### src/rtl/pcie_perst_pkg.sv
// Shared definitions for the root-complex PCIe reset generator.
// State encoding, state width and ms-counter width live here.
package pcie_perst_pkg;

    localparam int ST_W  = 3;
    localparam int CNT_W = 16;

    localparam logic [7:0] RST_CNT_MAX = 8'hFF;

    typedef enum logic [ST_W-1:0] {
        OFF      = 3'b000,
        PWR_WAIT = 3'b001,
        RUN      = 3'b010,
        ASSERT   = 3'b011
    } perst_state_e;

endpackage

### src/rtl/pcie_perst_sync.sv
// Two-flop synchronizer for one asynchronous input, plus an edge-detect
// flop. Provides the synchronized level and a one-clock rising pulse.
module pcie_perst_sync (
    input  logic clock,
    input  logic reset,
    input  logic async_in,
    output logic sync_out,
    output logic rise
);

    logic meta_q;
    logic sync_q;
    logic edge_q;

    // Synchronizer chain followed by the delayed copy used for edge detection.
    always_ff @(posedge clock or posedge reset) begin
        if (reset) begin
            meta_q <= 1'b0;
            sync_q <= 1'b0;
            edge_q <= 1'b0;
        end else begin
            meta_q <= async_in;
            sync_q <= meta_q;
            edge_q <= sync_q;
        end
    end

    assign sync_out = sync_q;
    assign rise     = sync_q & ~edge_q;

endmodule

### src/rtl/pcie_perst_gen.sv
// Root-complex PCIe reset (rc_pcie_rst, active-low) sequencer.
// Releases reset after PWR_DLY_MS ms of stable power-good and re-asserts it
// for at least ASSERT_MS ms on every host reset request.
// Optional macro PERST_RST_CNT_EN adds rst_cnt, a saturating count of exits
// from RUN.
module pcie_perst_gen
    import pcie_perst_pkg::*;
#(
    parameter int PWR_DLY_MS = 100,
    parameter int ASSERT_MS  = 20
) (
    input  logic            clock,
    input  logic            reset,
    input  logic            int_1ms_en,
    input  logic            pwr_good,
    input  logic            host_rst_req,
    output logic            rc_pcie_rst,
    output logic            link_ready,
    output logic [ST_W-1:0] perst_state
`ifdef PERST_RST_CNT_EN
    ,
    output logic [7:0]      rst_cnt
`endif
);

    localparam logic [CNT_W-1:0] PWR_TGT    = CNT_W'(PWR_DLY_MS);
    localparam logic [CNT_W-1:0] ASSERT_TGT = CNT_W'(ASSERT_MS);

    logic             pg_s;
    logic             pg_rise_unused;
    logic             req_level_unused;
    logic             req_pe;
    perst_state_e     state;
    logic [CNT_W-1:0] ms_cnt;

    pcie_perst_sync u_pg_sync (
        .clock    (clock),
        .reset    (reset),
        .async_in (pwr_good),
        .sync_out (pg_s),
        .rise     (pg_rise_unused)
    );

    pcie_perst_sync u_req_sync (
        .clock    (clock),
        .reset    (reset),
        .async_in (host_rst_req),
        .sync_out (req_level_unused),
        .rise     (req_pe)
    );

    // Reset-sequencing FSM with ms counter; outputs registered from next state.
    always_ff @(posedge clock or posedge reset) begin
        if (reset) begin
            state       <= OFF;
            ms_cnt      <= '0;
            rc_pcie_rst <= 1'b0;
            link_ready  <= 1'b0;
        end else begin
            // NOTE: this increment is only a default; any non-blocking
            // assignment to ms_cnt later in this block wins, which is how a
            // state entry discards a tick arriving in the same clock.
            if (int_1ms_en && (state == PWR_WAIT || state == ASSERT)) begin
                ms_cnt <= ms_cnt + 1'b1;
            end
            case (state)
                OFF: begin
                    if (pg_s) begin
                        state  <= PWR_WAIT;
                        ms_cnt <= '0;
                    end
                end
                PWR_WAIT: begin
                    if (!pg_s) begin
                        state  <= OFF;
                        ms_cnt <= '0;
                    end else if (ms_cnt == PWR_TGT) begin
                        state       <= RUN;
                        ms_cnt      <= '0;
                        rc_pcie_rst <= 1'b1;
                        link_ready  <= 1'b1;
                    end
                end
                RUN: begin
                    if (!pg_s) begin
                        state       <= OFF;
                        ms_cnt      <= '0;
                        rc_pcie_rst <= 1'b0;
                        link_ready  <= 1'b0;
                    end else if (req_pe) begin
                        state       <= ASSERT;
                        ms_cnt      <= '0;
                        rc_pcie_rst <= 1'b0;
                        link_ready  <= 1'b0;
                    end
                end
                ASSERT: begin
                    if (!pg_s) begin
                        state  <= OFF;
                        ms_cnt <= '0;
                    end else if (req_pe) begin
                        ms_cnt <= '0;
                    end else if (ms_cnt == ASSERT_TGT) begin
                        state       <= RUN;
                        ms_cnt      <= '0;
                        rc_pcie_rst <= 1'b1;
                        link_ready  <= 1'b1;
                    end
                end
                // NOTE: the enum covers only four of eight encodings; an
                // upset register must still fall back to a safe, held state.
                default: begin
                    state       <= OFF;
                    ms_cnt      <= '0;
                    rc_pcie_rst <= 1'b0;
                    link_ready  <= 1'b0;
                end
            endcase
        end
    end

    assign perst_state = state;

`ifdef PERST_RST_CNT_EN
    // Saturating count of RUN exits (re-reset requests and power losses).
    always_ff @(posedge clock or posedge reset) begin
        if (reset) begin
            rst_cnt <= '0;
        end else if (state == RUN && (!pg_s || req_pe) && rst_cnt != RST_CNT_MAX) begin
            rst_cnt <= rst_cnt + 1'b1;
        end
    end
`endif

endmodule

### config.mk
export PLATFORM = sky130hd
export DESIGN_NAME = pcie_perst_gen
export DESIGN_NICKNAME = d
export VERILOG_FILES = /design/src/rtl/pcie_perst_pkg.sv /design/src/rtl/pcie_perst_sync.sv /design/src/rtl/pcie_perst_gen.sv
export SDC_FILE = /design/constraint.sdc
export NUM_CORES = 1
export LEC_CHECK = 0
export BUFFER_PORTS_ARGS = -buffer_cell sky130_fd_sc_hd__buf_2
export CAP_MARGIN = 5
export CORE_MARGIN = 4
export CORE_UTILIZATION = 58
export CTS_CLUSTER_SIZE = 24
export DETAILED_ROUTE_END_ITERATION = 7
export GPL_TIMING_DRIVEN = 0
export HOLD_SLACK_MARGIN = 0.03
export PLACE_DENSITY = 0.76
export SYNTH_ARGS = -nofsm -noshare
export SYNTH_HDL_FRONTEND = slang
export SYNTH_HIERARCHICAL = 1
export SYNTH_SLANG_ARGS = --single-unit
export TNS_END_PERCENT = 10
### constraint.sdc
create_clock -name clock -period 2.45 [get_ports clock]
set_clock_uncertainty 0.1 [all_clocks]
set_input_delay 0.1225 -clock clock [delete_from_list [all_inputs] [get_ports clock]]
set_output_delay 0.1225 -clock clock [all_outputs]
set_load 0.01 [all_outputs]
* Word level (Yosys, flattened, before mapping) *
Index checks and enable logic that the tools add are counted.

word-level totals
  input port bits = 5
  output and inout port bits = 5
  memories kept = 0
  bits in latches = 0
  bits in read-only memories = 0
  bits in registers = 25
  memory bits (writable) = 0
  logic and storage cells = 59

cells by class
  divide/modulo/power cells = 0
  multiply operators = 0
  muxes and demuxes = 27
  eq/ne operators = 15
  reduce and logical (&&, ||, !) cells = 5
  order comparisons = 0
  bitwise gates (word level) = 3
  shift operators = 0
  add/subtract/negate cells = 1

operators with widths
  operator                                               count
  two-way mux 16 bit                                     9
  one-hot mux 16 bit (4 select lines)                    1
  two-way mux 3 bit                                      8
  adder 16 x 1 -> 16 bit, second input constant          1
  equality test 16 x 5 -> 1 bit, second input constant   1
  equality test 16 x 7 -> 1 bit, second input constant   1
  inequality test 3 bit, second input constant           4
  one-hot mux 3 bit (4 select lines)                     1
  inequality test 2 x 1 -> 1 bit, second input constant  5
  two-way mux 1 bit                                      7
  AND reduction 7 bit                                    1
  equality test 3 x 2 -> 1 bit, second input constant    2
  AND reduction 5 bit                                    1
  one-hot mux 1 bit (4 select lines)                     1
  equality test 3 x 1 -> 1 bit, second input constant    1
  zero test 3 bit                                        1
  inequality test 2 bit, second input constant           1
  NOT 1 bit                                              2
  bitwise AND 1 bit                                      1
  logical AND 1 bit                                      1
  logical OR 1 bit                                       1

* Logic depth before layout (Yosys ltp) *
  depth after elaboration = 8
  mapped depth = 7
  mapped depth without buffers = 6

* Cells and area by module *
Netlist, hierarchy kept.

by module, submodules not included
  module           area an instance (sq um)  times used  cells an instance  seq. area each (sq um)
  pcie_perst_gen   1111.1                    1           121                475.5
  pcie_perst_sync  92.6                      2           5                  75.1

* Worst setup path before layout *
No wires, ideal clock.

  path type = reg2reg
  start point = register ms_cnt[0]
  end point = register ms_cnt[10]
  buffers on the path = 1
  path slack = 0.496 ns
  cell stages (with the launch flop) = 8
  period minus slack after synthesis = 1.954 ns
  setup time = 0.121 ns
  arrival time = 1.732 ns
  data required time = 2.229 ns
  cells stage by stage = dfrtp_1 > inv_1 > ha_1 > nor4b_1 > nand4_1 > a22oi_2 > buf_2 > nor2_1

on the way
  cells in the longest elaborated chain, start to end = 6
  elaborated cells on any way between the ends = 13
  classes of those cells = add/sub (1); eq/ne (2); mux (10)

RTL lines
  item                                   line                   text
  from (decl)                            pcie_perst_gen.sv:34   logic [CNT_W-1:0] ms_cnt;
  from (signal assigned)                 pcie_perst_gen.sv:64   ms_cnt <= ms_cnt + 1'b1;
  adder 16 x 1 -> 16 bit                 pcie_perst_gen.sv:64
  two-way mux 16 bit                     pcie_perst_gen.sv:63   if (int_1ms_en && (state == PWR_WAIT || state == ASSERT)) begin
  two-way mux 16 bit                     pcie_perst_gen.sv:103  end else if (ms_cnt == ASSERT_TGT) begin
  two-way mux 16 bit                     pcie_perst_gen.sv:101  end else if (req_pe) begin
  two-way mux 16 bit                     pcie_perst_gen.sv:98   if (!pg_s) begin
  one-hot mux 16 bit (4 select lines) *  pcie_perst_gen.sv:66   case (state)

Mark *: on every way between the ends. The rest lies on a longest branch, timed or not.
A chain may end at the register's enable or synchronous reset.

* Worst setup path after layout *
  start point = register ms_cnt[7]
  end point = register ms_cnt[8]

The elaborated chain is that of the path after synthesis.

==> impl_metrics.tcl <==
set metrics [dict create \
    dp_hpwl_mm 1.66 \
    power.density_mw_per_mm2 526 \
    worstSkewPairLatency_ns 0.31 \
    synthesis.nets 136 \
    drv_slew 0 \
    antenna_found_initial 0 \
    cts.repair_timing.setup_buffer_count 0 \
    htree_levels 1 \
    route.detailed.vias_per_inst 5.50 \
    start_util 0.628 \
    r2r_start "ms_cnt[7]$_DFF_PP0_" \
    coreArea_mm2 0.00200 \
    timing.final.crit_share 0.891 \
    fp.dieW_um 54.6 \
    layout.nets 153 \
    cpPeakStageDelay_ns 0.54 \
    crit_required_ns 2.57 \
    vias 946 \
    first_iter_violations 13 \
    core.rowCount 16 \
    synth_area_per_cell_um2 9.75 \
    drive_gt1_frac 0.172 \
    fin_setup_tns_ns 0 \
    maxCapViolCount 0 \
    io_buffers 8 \
    ioPinCount 10 \
    tritoncts "built" \
    firstDrtPassIters 4 \
    timing.critical_path.buf_inv 1 \
    pre_cts_ws_ns 0.141 \
    mostFrequentLayoutCell "dfrtp_1" \
    finalHoldViolations 0 \
    cts_buffers 3 \
    crit_path_top_delay_cell "nor4b_1" \
    cp-end-kind "register" \
    syn_to_final_growth_pct 13.7 \
    yosys_warnings 6 \
    path_cells "nor4b_1 -> nand4_1 -> a22oi_2 -> buf_2 -> nor2_1" \
    place.gp.congestion 0.791 \
    drc 0 \
    clk_pin_slew_ns 0.13 \
    syn-cell-area_mm2 0.00126 \
    p_leak_nw 0.610 \
    arrival_ns 2.30 \
    start_kind "register" \
    dieArea_mm2 0.00298 \
    grt_pass1_wl_mm 4.12 \
    syn_inst 129 \
    cpLargestDelayFamily "simple AND/OR/NAND/NOR gates" \
    grt_overflow 0 \
    grt_setup_unrepaired "false" \
    path_max_fanout 10 \
    finalCriticalPeriod_ns 2.18 \
    ff_latch_area_um2 601 \
    grt_max_degree 20 \
    crit_type "register to register" \
    root_buffer "clkbuf_4" \
    tightest_slew_ns 0.721 \
    die_y_um 54.6 \
    fillers 171 \
    fin_ws_ns 0.266 \
    reg2reg_setup_slack_ns 0.27 \
    ant_nets 0 \
    rr_worst_depth 5 \
    startpoint "ms_cnt[7]$_DFF_PP0_" \
    status "complete, no violations" \
    slew_headroom 0.519 \
    wire_per_inst_um 13.3 \
    final_cell_mix "dfrtp_1, nor2_1, inv_1, buf_2, xnor2_1" \
    cts_sinks 24 \
    multi_input_area_um2 586 \
    diodes 0 \
    clock_path_buffers 2 \
    routed_wirelength_mm 2.30 \
    grt_pass1_vias 956 \
    timing.fmax_mhz 458 \
    grt_usage 0.198 \
    setup_viol 0 \
    reg2reg_to "ms_cnt[8]$_DFF_PP0_" \
    ir_drop_uv 477 \
    hp-class "primary input to asynchronous set/reset pin" \
]
[worst max-delay path by stage]
stage,to,slack (ns),cells after the start
global placement,ms_cnt[4]$_DFF_PP0_,0.22,7
CTS,ms_cnt[8]$_DFF_PP0_,0.12,7
finish,ms_cnt[8]$_DFF_PP0_,0.27,5
floorplan,ms_cnt[10]$_DFF_PP0_,0.50,7
global route,ms_cnt[8]$_DFF_PP0_,0.03,5
detailed placement,ms_cnt[8]$_DFF_PP0_,0.14,7
[state kept, by name, summed over array words and instances, names as in the netlist]
register and flops:
perst_state 2, u_pg_sync/meta_q 1, link_ready 1, u_pg_sync/sync_out 1, u_req_sync/sync_out 1, u_req_sync/edge_q 1, ms_cnt 16, u_req_sync/meta_q 1
[cell type report]
| class | count | share of cell area |
|---|---|---|
| Sequential cell | 24 | 0.420 |
| Multi-Input combinational cell | 88 | 0.409 |
| Timing Repair Buffer | 12 | 0.0560 |
| Inverter | 11 | 0.0289 |
| Buffer | 6 | 0.0254 |
| Tap cell | 27 | 0.0236 |
| Clock inverter | 1 | 0.0210 |
| Clock buffer | 3 | 0.0157 |
[metrics by stage]
step | hold slack, ns | util | power, W | cells | cell area, um^2
2_1_floorplan | -0.236 | - | 0.000454 | 129 | 1260
3_3_place_gp | -0.111 | 0.665 | 0.000468 | 164 | 1330
3_5_place_dp | -0.107 | 0.665 | 0.000471 | 164 | 1330
4_1_cts | 0.0835 | 0.711 | 0.000761 | 172 | 1420
5_1_grt | 0.0821 | 0.714 | 0.000782 | 172 | 1430
6_report | 0.104 | 0.714 | 0.000752 | 172 | 1430
[metal layers]
| layer | wire [um] | vias up | global-route usage |
|---|---|---|---|
| li1 | - | 474 | - |
| met1 | 1080 | 459 | 0.256 |
| met2 | 1130 | 11 | 0.325 |
| met3 | 63 | 2 | 0.0300 |
| met4 | 18 | 0 | 0.0913 |
| met5 | 0 | - | 0 |
[report_power, final]
part,internal [W],switching [W]
Sequential,0.000404,0.00000676
Combinational,0.0000233,0.0000339
Clock,0.000165,0.000119
[worst min-delay path, delay by kind of cell]
| kind | cells | cell delay [ns] |
|---|---|---|
| buffers and inverters | 3 | 0.75 |
[timing repair]
item / 4_1_cts / 5_1_grt
hold endpoints to repair: 27 / 0
hold buffers: 4 / 0
gates resized for setup: 0 / 1
endpoints found under the setup margin: 0 / 10
Note: power is estimated with default switching activity, not from simulation.
